==> src/rtl/intr_controller.sv <==
// Fixed-priority nested interrupt controller with an in-service stack.
// req/vector are combinational from registered state; an irq edge shows up one clock after it is sampled.
module intr_controller #(
  parameter int N_IRQ      = 8,
  parameter int NEST_DEPTH = 4,
  parameter int EDGE_MODE  = 1
) (
  input  logic                            clk,
  input  logic                            reset,
  input  logic [N_IRQ-1:0]                irq,
  input  logic                            mask_we,
  input  logic [N_IRQ-1:0]                mask_in,
  input  logic                            ack,
  input  logic                            ret,
  output logic                            req,
  output logic [$clog2(N_IRQ)-1:0]        vector,
  output logic [N_IRQ-1:0]                pending,
  output logic [N_IRQ-1:0]                in_service,
  output logic [$clog2(NEST_DEPTH+1)-1:0] depth,
  output logic                            err
);

  localparam int VW = $clog2(N_IRQ);
  localparam int DW = $clog2(NEST_DEPTH+1);
  localparam int SD = 1 << DW;

  logic [N_IRQ-1:0] irq_q;
  logic [N_IRQ-1:0] mask;
  logic [N_IRQ-1:0] eligible;
  logic [N_IRQ-1:0] edge_set;
  logic [N_IRQ-1:0] ack_clr;
  logic [N_IRQ-1:0] pending_n;
  logic [N_IRQ-1:0] in_service_n;
  logic [VW-1:0]    stack [SD];
  logic [VW-1:0]    top;
  logic [DW-1:0]    depth_n;
  logic             armed;
  logic             do_ack;
  logic             do_ret;
  logic             bad;

  // Entry below depth is the most recently accepted channel; ignored when depth is 0.
  assign top = stack[depth - 1'b1];

  always_comb begin
    eligible = '0;
    for (int i = 0; i < N_IRQ; i++) begin
      eligible[i] = pending[i] & mask[i] & ~in_service[i] &
                    ((depth == '0) | (VW'(i) < top));
    end
    if (depth >= DW'(NEST_DEPTH)) begin
      eligible = '0;
    end
  end

  always_comb begin
    vector = '0;
    for (int i = N_IRQ - 1; i >= 0; i--) begin
      if (eligible[i]) begin
        vector = VW'(i);
      end
    end
  end

  assign req = |eligible;

  // A simultaneous ret wins over ack; both are flagged as a protocol error.
  assign do_ret = ret & (depth != '0);
  assign do_ack = ack & req & ~ret;
  assign bad    = (ack & ~req) | (ret & (depth == '0)) | (ack & ret);

  always_comb begin
    // The first edge after reset only primes irq_q, so lines already high are not seen as edges.
    edge_set = armed ? (irq & ~irq_q) : '0;
    ack_clr  = do_ack ? (N_IRQ'(1) << vector) : '0;
    if (EDGE_MODE != 0) begin
      pending_n = (pending & ~ack_clr) | edge_set;
    end else begin
      pending_n = irq;
    end

    in_service_n = in_service;
    depth_n      = depth;
    if (do_ret) begin
      in_service_n[top] = 1'b0;
      depth_n           = depth - 1'b1;
    end else if (do_ack) begin
      in_service_n[vector] = 1'b1;
      depth_n              = depth + 1'b1;
    end
  end

  always_ff @(posedge clk or negedge reset) begin
    if (!reset) begin
      irq_q      <= '0;
      armed      <= 1'b0;
      pending    <= '0;
      mask       <= '0;
      in_service <= '0;
      depth      <= '0;
      err        <= 1'b0;
      for (int j = 0; j < SD; j++) begin
        stack[j] <= '0;
      end
    end else begin
      irq_q      <= irq;
      armed      <= 1'b1;
      pending    <= pending_n;
      in_service <= in_service_n;
      depth      <= depth_n;
      if (mask_we) begin
        mask <= mask_in;
      end
      if (do_ack) begin
        stack[depth] <= vector;
      end
      if (bad) begin
        err <= 1'b1;
      end
    end
  end

endmodule

==> config.mk <==
export PLATFORM = sky130hd
export DESIGN_NAME = intr_controller
export DESIGN_NICKNAME = d
export VERILOG_FILES = /design/src/rtl/intr_controller.sv
export SDC_FILE = /design/constraint.sdc
export NUM_CORES = 1
export LEC_CHECK = 0
export CAP_MARGIN = 20
export CELL_PAD_IN_SITES_DETAIL_PLACEMENT = 1
export CELL_PAD_IN_SITES_GLOBAL_PLACEMENT = 1
export CORE_ASPECT_RATIO = 1.2
export CORE_UTILIZATION = 42
export DETAILED_ROUTE_END_ITERATION = 10
export GPL_ROUTABILITY_DRIVEN = 0
export PLACE_DENSITY_LB_ADDON = 0.1
export SETUP_SLACK_MARGIN = 0.02
export SYNTH_ARGS = -nofsm -noshare
export SYNTH_HDL_FRONTEND = slang
export SYNTH_SLANG_ARGS = --single-unit
==> constraint.sdc <==
create_clock -name clk -period 3.6 [get_ports clk]
set_input_delay 0.36 -clock clk [delete_from_list [all_inputs] [get_ports clk]]
set_output_delay 0.36 -clock clk [all_outputs]
set_load 0.03 [all_outputs]
==> impl_results.md <==
* Reg clk slew, reported paths at 0.06 ns
* Vias per Instance at 5.66
* Clock root cell: clkbuf_8
* Main synth FF type: dfrtp_1
* CP max stage cell: mux4_2
* Status: finished with violations
* Area Growth Syn to Fin at 27.5%
* CP arrival at 3.10 ns
* Xor/xnor share of the synthesized area at 0.0120
* Fin Clk Skew at 0.00728 ns
* Largest family of logic cells by synthesized area: simple AND/OR/NAND/NOR gates
* N_diodes at 0
* Top Layer Used: met4
* Initial Util at 0.445
* First-pass GRT wire length at between 10000 and 15000 um
* CP Class: flip-flop to primary output
* Die span in y at 93.3 um
* Area share of the largest cell type after synthesis at 0.523
* Nets at between 300 and 400
* Multiplexer share of the synthesized area at 0.136
* Crit-path max cell delay at 0.55 ns
* Die Wd at 78.1 um
* Final wirelength at between 7000 and 8000 um
* Max Slew Vio Count at 0
* WL per Instance at 19.6 um
* Leading area contributor after synthesis: dfrtp_1
* Number of hold buffers added after cts at 0
* # rows at 32
* Synth warn at 0
* Final Hold Viols at 19
* Worst slew pin tran at around 0.65 ns
* RSZ-0062 raised after global routing: false
* GRT overflow at 0
* WL met3 at around 370 um
* DR vias at 2241
* Async SR Flop Fraction at 1.00
* Vias in the first global route at 2444
* Crit Path Max Fanout at 14
* DP HPWL at ~5700 um
* Worst path cell trace: inv_2, ha_4, buf_6, nor3b_1, nor2_1, mux4_2, a211oi_4, buf_4, nor2b_1, nor2_1, buf_4
* CTS Buf Count at 9
* # DRC at 0
* Max Cap Violations at 0
* GRT Overall Usage at 0.243
* Hold Crit Class: primary input to async pin
* Post-synthesis register bit count at 61
* Failing checks: hold timing
* Fillers at around 700
* Worst vdd ir at 0.468 mV
* Compound-Gate Fraction of Synth Area at 0.125
* Initial antenna violation count at 0
* EDFF count, synth at 0
* Clock Latency Late Sink at between 0.3 and 0.4 ns
* Bufs and invs on worst path at 4
* Period utilisation layout at 0.962
* Setup crit start kind: flip-flop
* Fin area at 3720 um^2
* Fmax at 289 MHz
* Post-Synth Simple-Gate Area at 0.137
* Total clock sinks at 61
* Largest net degree at the start of global routing at 48
* Final Critical Period at approximately 3.5 ns
* Hold_ws at -0.0254 ns
* PD cells at 995 nW/um^2
* Share of cells above drive strength 1 at 0.232
* I/O pin count at 45
* DR pass1 iterations at 4
* Post-synthesis cell count at 260
* Sequential cell area fraction in the yosys report at 0.523
* DP Cell Count at 376
* Met2 wire length at 3740 um
* Synthesized area per cell at 11.2 um^2
* Core ar. at 6570 um^2
* P_leak at 1.62 nW
* Final setup violation count at 0
* Die area at 7290 um^2
* Post-Layout Cell Count at 396
* DP Area at approximately 3400 um^2
* Slew headroom at 0.563
* IO Port Bufs at 44
* Cell area after synthesis at just under 3000 um^2
* CTS tree: done
* H-tree levels at 3
* Critical path required time at 3.24 ns
* Count of unique library cells instantiated by Yosys at 54
* Clock Path Buffers at 2
* Fin Setup TNS at 0 ns
* Detail Route Antenna Nets at 0
* Initial DRC Count at 122
* Ranking of synthesized cells by area: dfrtp_1 (52%), mux2_2 (5.8%), mux4_2 (4.6%)
* Adder-Cell Fraction of Synth Area at 0.0163
* Delay-heaviest family, CP: buffers and inverters
* CP endpoint kind: primary output
* Length of routed wiring on met1 at 3430 um
* Syn nets at 284
==> where the power goes <==
group / switching [W] / total [W] / internal [W]
Combinational: 0.00127 / 0.00218 / 0.000906
Sequential: 0.000118 / 0.000953 / 0.000835
Clock: 0.000252 / 0.000569 / 0.000316
==> registers in the layout (all words and copies together), names as in the netlist <==
register / cells
stack: 24
in_service: 8
irq_q: 8
mask: 8
pending: 8
depth: 3
armed: 1
err: 1
==> synth_stat cells, types with 3 or more instances <==
| cell | n |
|---|---|
| nor4_1 | 4 |
| dfrtp_1 | 61 |
| mux2i_1 | 7 |
| ha_1 | 3 |
| a31oi_1 | 5 |
| nand2b_1 | 5 |
| clkbuf_1 | 17 |
| mux2_2 | 15 |
| nand3_1 | 3 |
| o21ai_0 | 11 |
| a32o_1 | 6 |
| nor2_1 | 15 |
| nor3_1 | 8 |
| mux4_2 | 6 |
| a21oi_1 | 9 |
| xnor2_1 | 3 |
| nand2_1 | 21 |
| inv_1 | 12 |
| nand4_1 | 3 |
| nor3b_1 | 4 |
==> final cells by class <==
type | instances | area [um^2] | share of cell area
sequential | 61 | 1530 | 0.410
multi-input combinational | 165 | 1310 | 0.352
timing repair buffer | 58 | 547 | 0.147
clock buffer | 13 | 179 | 0.0481
tap | 85 | 106 | 0.0286
inverter | 13 | 48.8 | 0.0131
clock inverter | 1 | 5.00 | 0.00134
==> worst reg2reg max path: cells and delay by family (launching register included) <==
| kind | cells | cell delay [ns] |
|---|---|---|
| adders and majority gates | 1 | 0.31 |
| and+or+nand+nor | 5 | 0.84 |
| buffers and inverters | 3 | 0.34 |
| DFF | 1 | 0.37 |
| muxes | 2 | 0.87 |
| AOI/OAI and AO/OA | 1 | 0.35 |
==> layout by cell type, fill, tap and decap left out, types with 2 or more instances in the layout <==
cell type and count:
a211oi_1 2, a21oi_1 8, a31oi_1 5, a32o_1 6
and3_1 2, buf_4 16, clkbuf_8 13, clkdlybuf4s50_1 39
dfrtp_1 61, inv_1 11, inv_2 2, mux2_1 2
mux2_2 15, mux2i_1 6, mux4_2 6, nand2_1 20
nand2b_1 5, nand3_1 3, nand3b_1 2, nand4_1 3
nor2_1 15, nor2b_1 2, nor3_1 7, nor3b_1 2
nor3b_2 2, nor4_1 4, nor4bb_1 2, o21ai_0 10
o21ai_1 2, o22ai_1 2, xnor2_1 2
==> layer usage <==
layer  vias up  global-route usage
met5         -                   0
met4         0               0.128
met3        21              0.0439
met2        69               0.384
met1      1122               0.318
li1       1029                   -
==> per-stage QoR <==
stage	total power, W	worst slack, ns	utilization
2_1_floorplan	0.00232	0.0215	-
3_5_place_dp	0.00297	0.140	0.522
6_report	0.00370	0.136	0.567
5_1_grt	0.00392	0.0268	0.567
3_3_place_gp	0.00292	0.255	0.522
4_1_cts	0.00368	0.0160	0.559
==> kinds of logic after synthesis <==
| group | after synthesis |
|---|---|
| AND/OR/NAND/NOR | 77 |
| flip-flops | 61 |
| other | 1 |
| XOR/XNOR | 4 |
| AO/OA/AOI/OAI | 49 |
| multiplexers | 30 |
| adder cells (fa/ha/maj) | 4 |
| buffers and inverters | 34 |
==> path summary, 6_finish.rpt <==
| path | endpoint | slack [ns] | cells after the start | from |
|---|---|---|---|---|
| worst max-delay path | vector[2] | 0.14 | 11 | depth[0] |
| worst min-delay path | stack[2] | -0.03 | 1 | reset |
| worst max register to register | stack[15] | 0.39 | 12 | depth[0] |
| worst min register to register | stack[5] | 0.38 | 0 | stack[5] |
| max in group asynchronous | irq_q[0] | 2.82 | 3 | reset |
| min in group clk | stack[5] | 0.38 | 0 | stack[5] |
==> timing repair <==
action / 4_1_cts / 5_1_grt
gates resized for setup: 5 / 7
endpoints found under the setup margin: 3 / 4
buffers inserted: 4 / 1
pin swaps: 0 / 1
No activity file was read; power rests on OpenSTA's default activity.
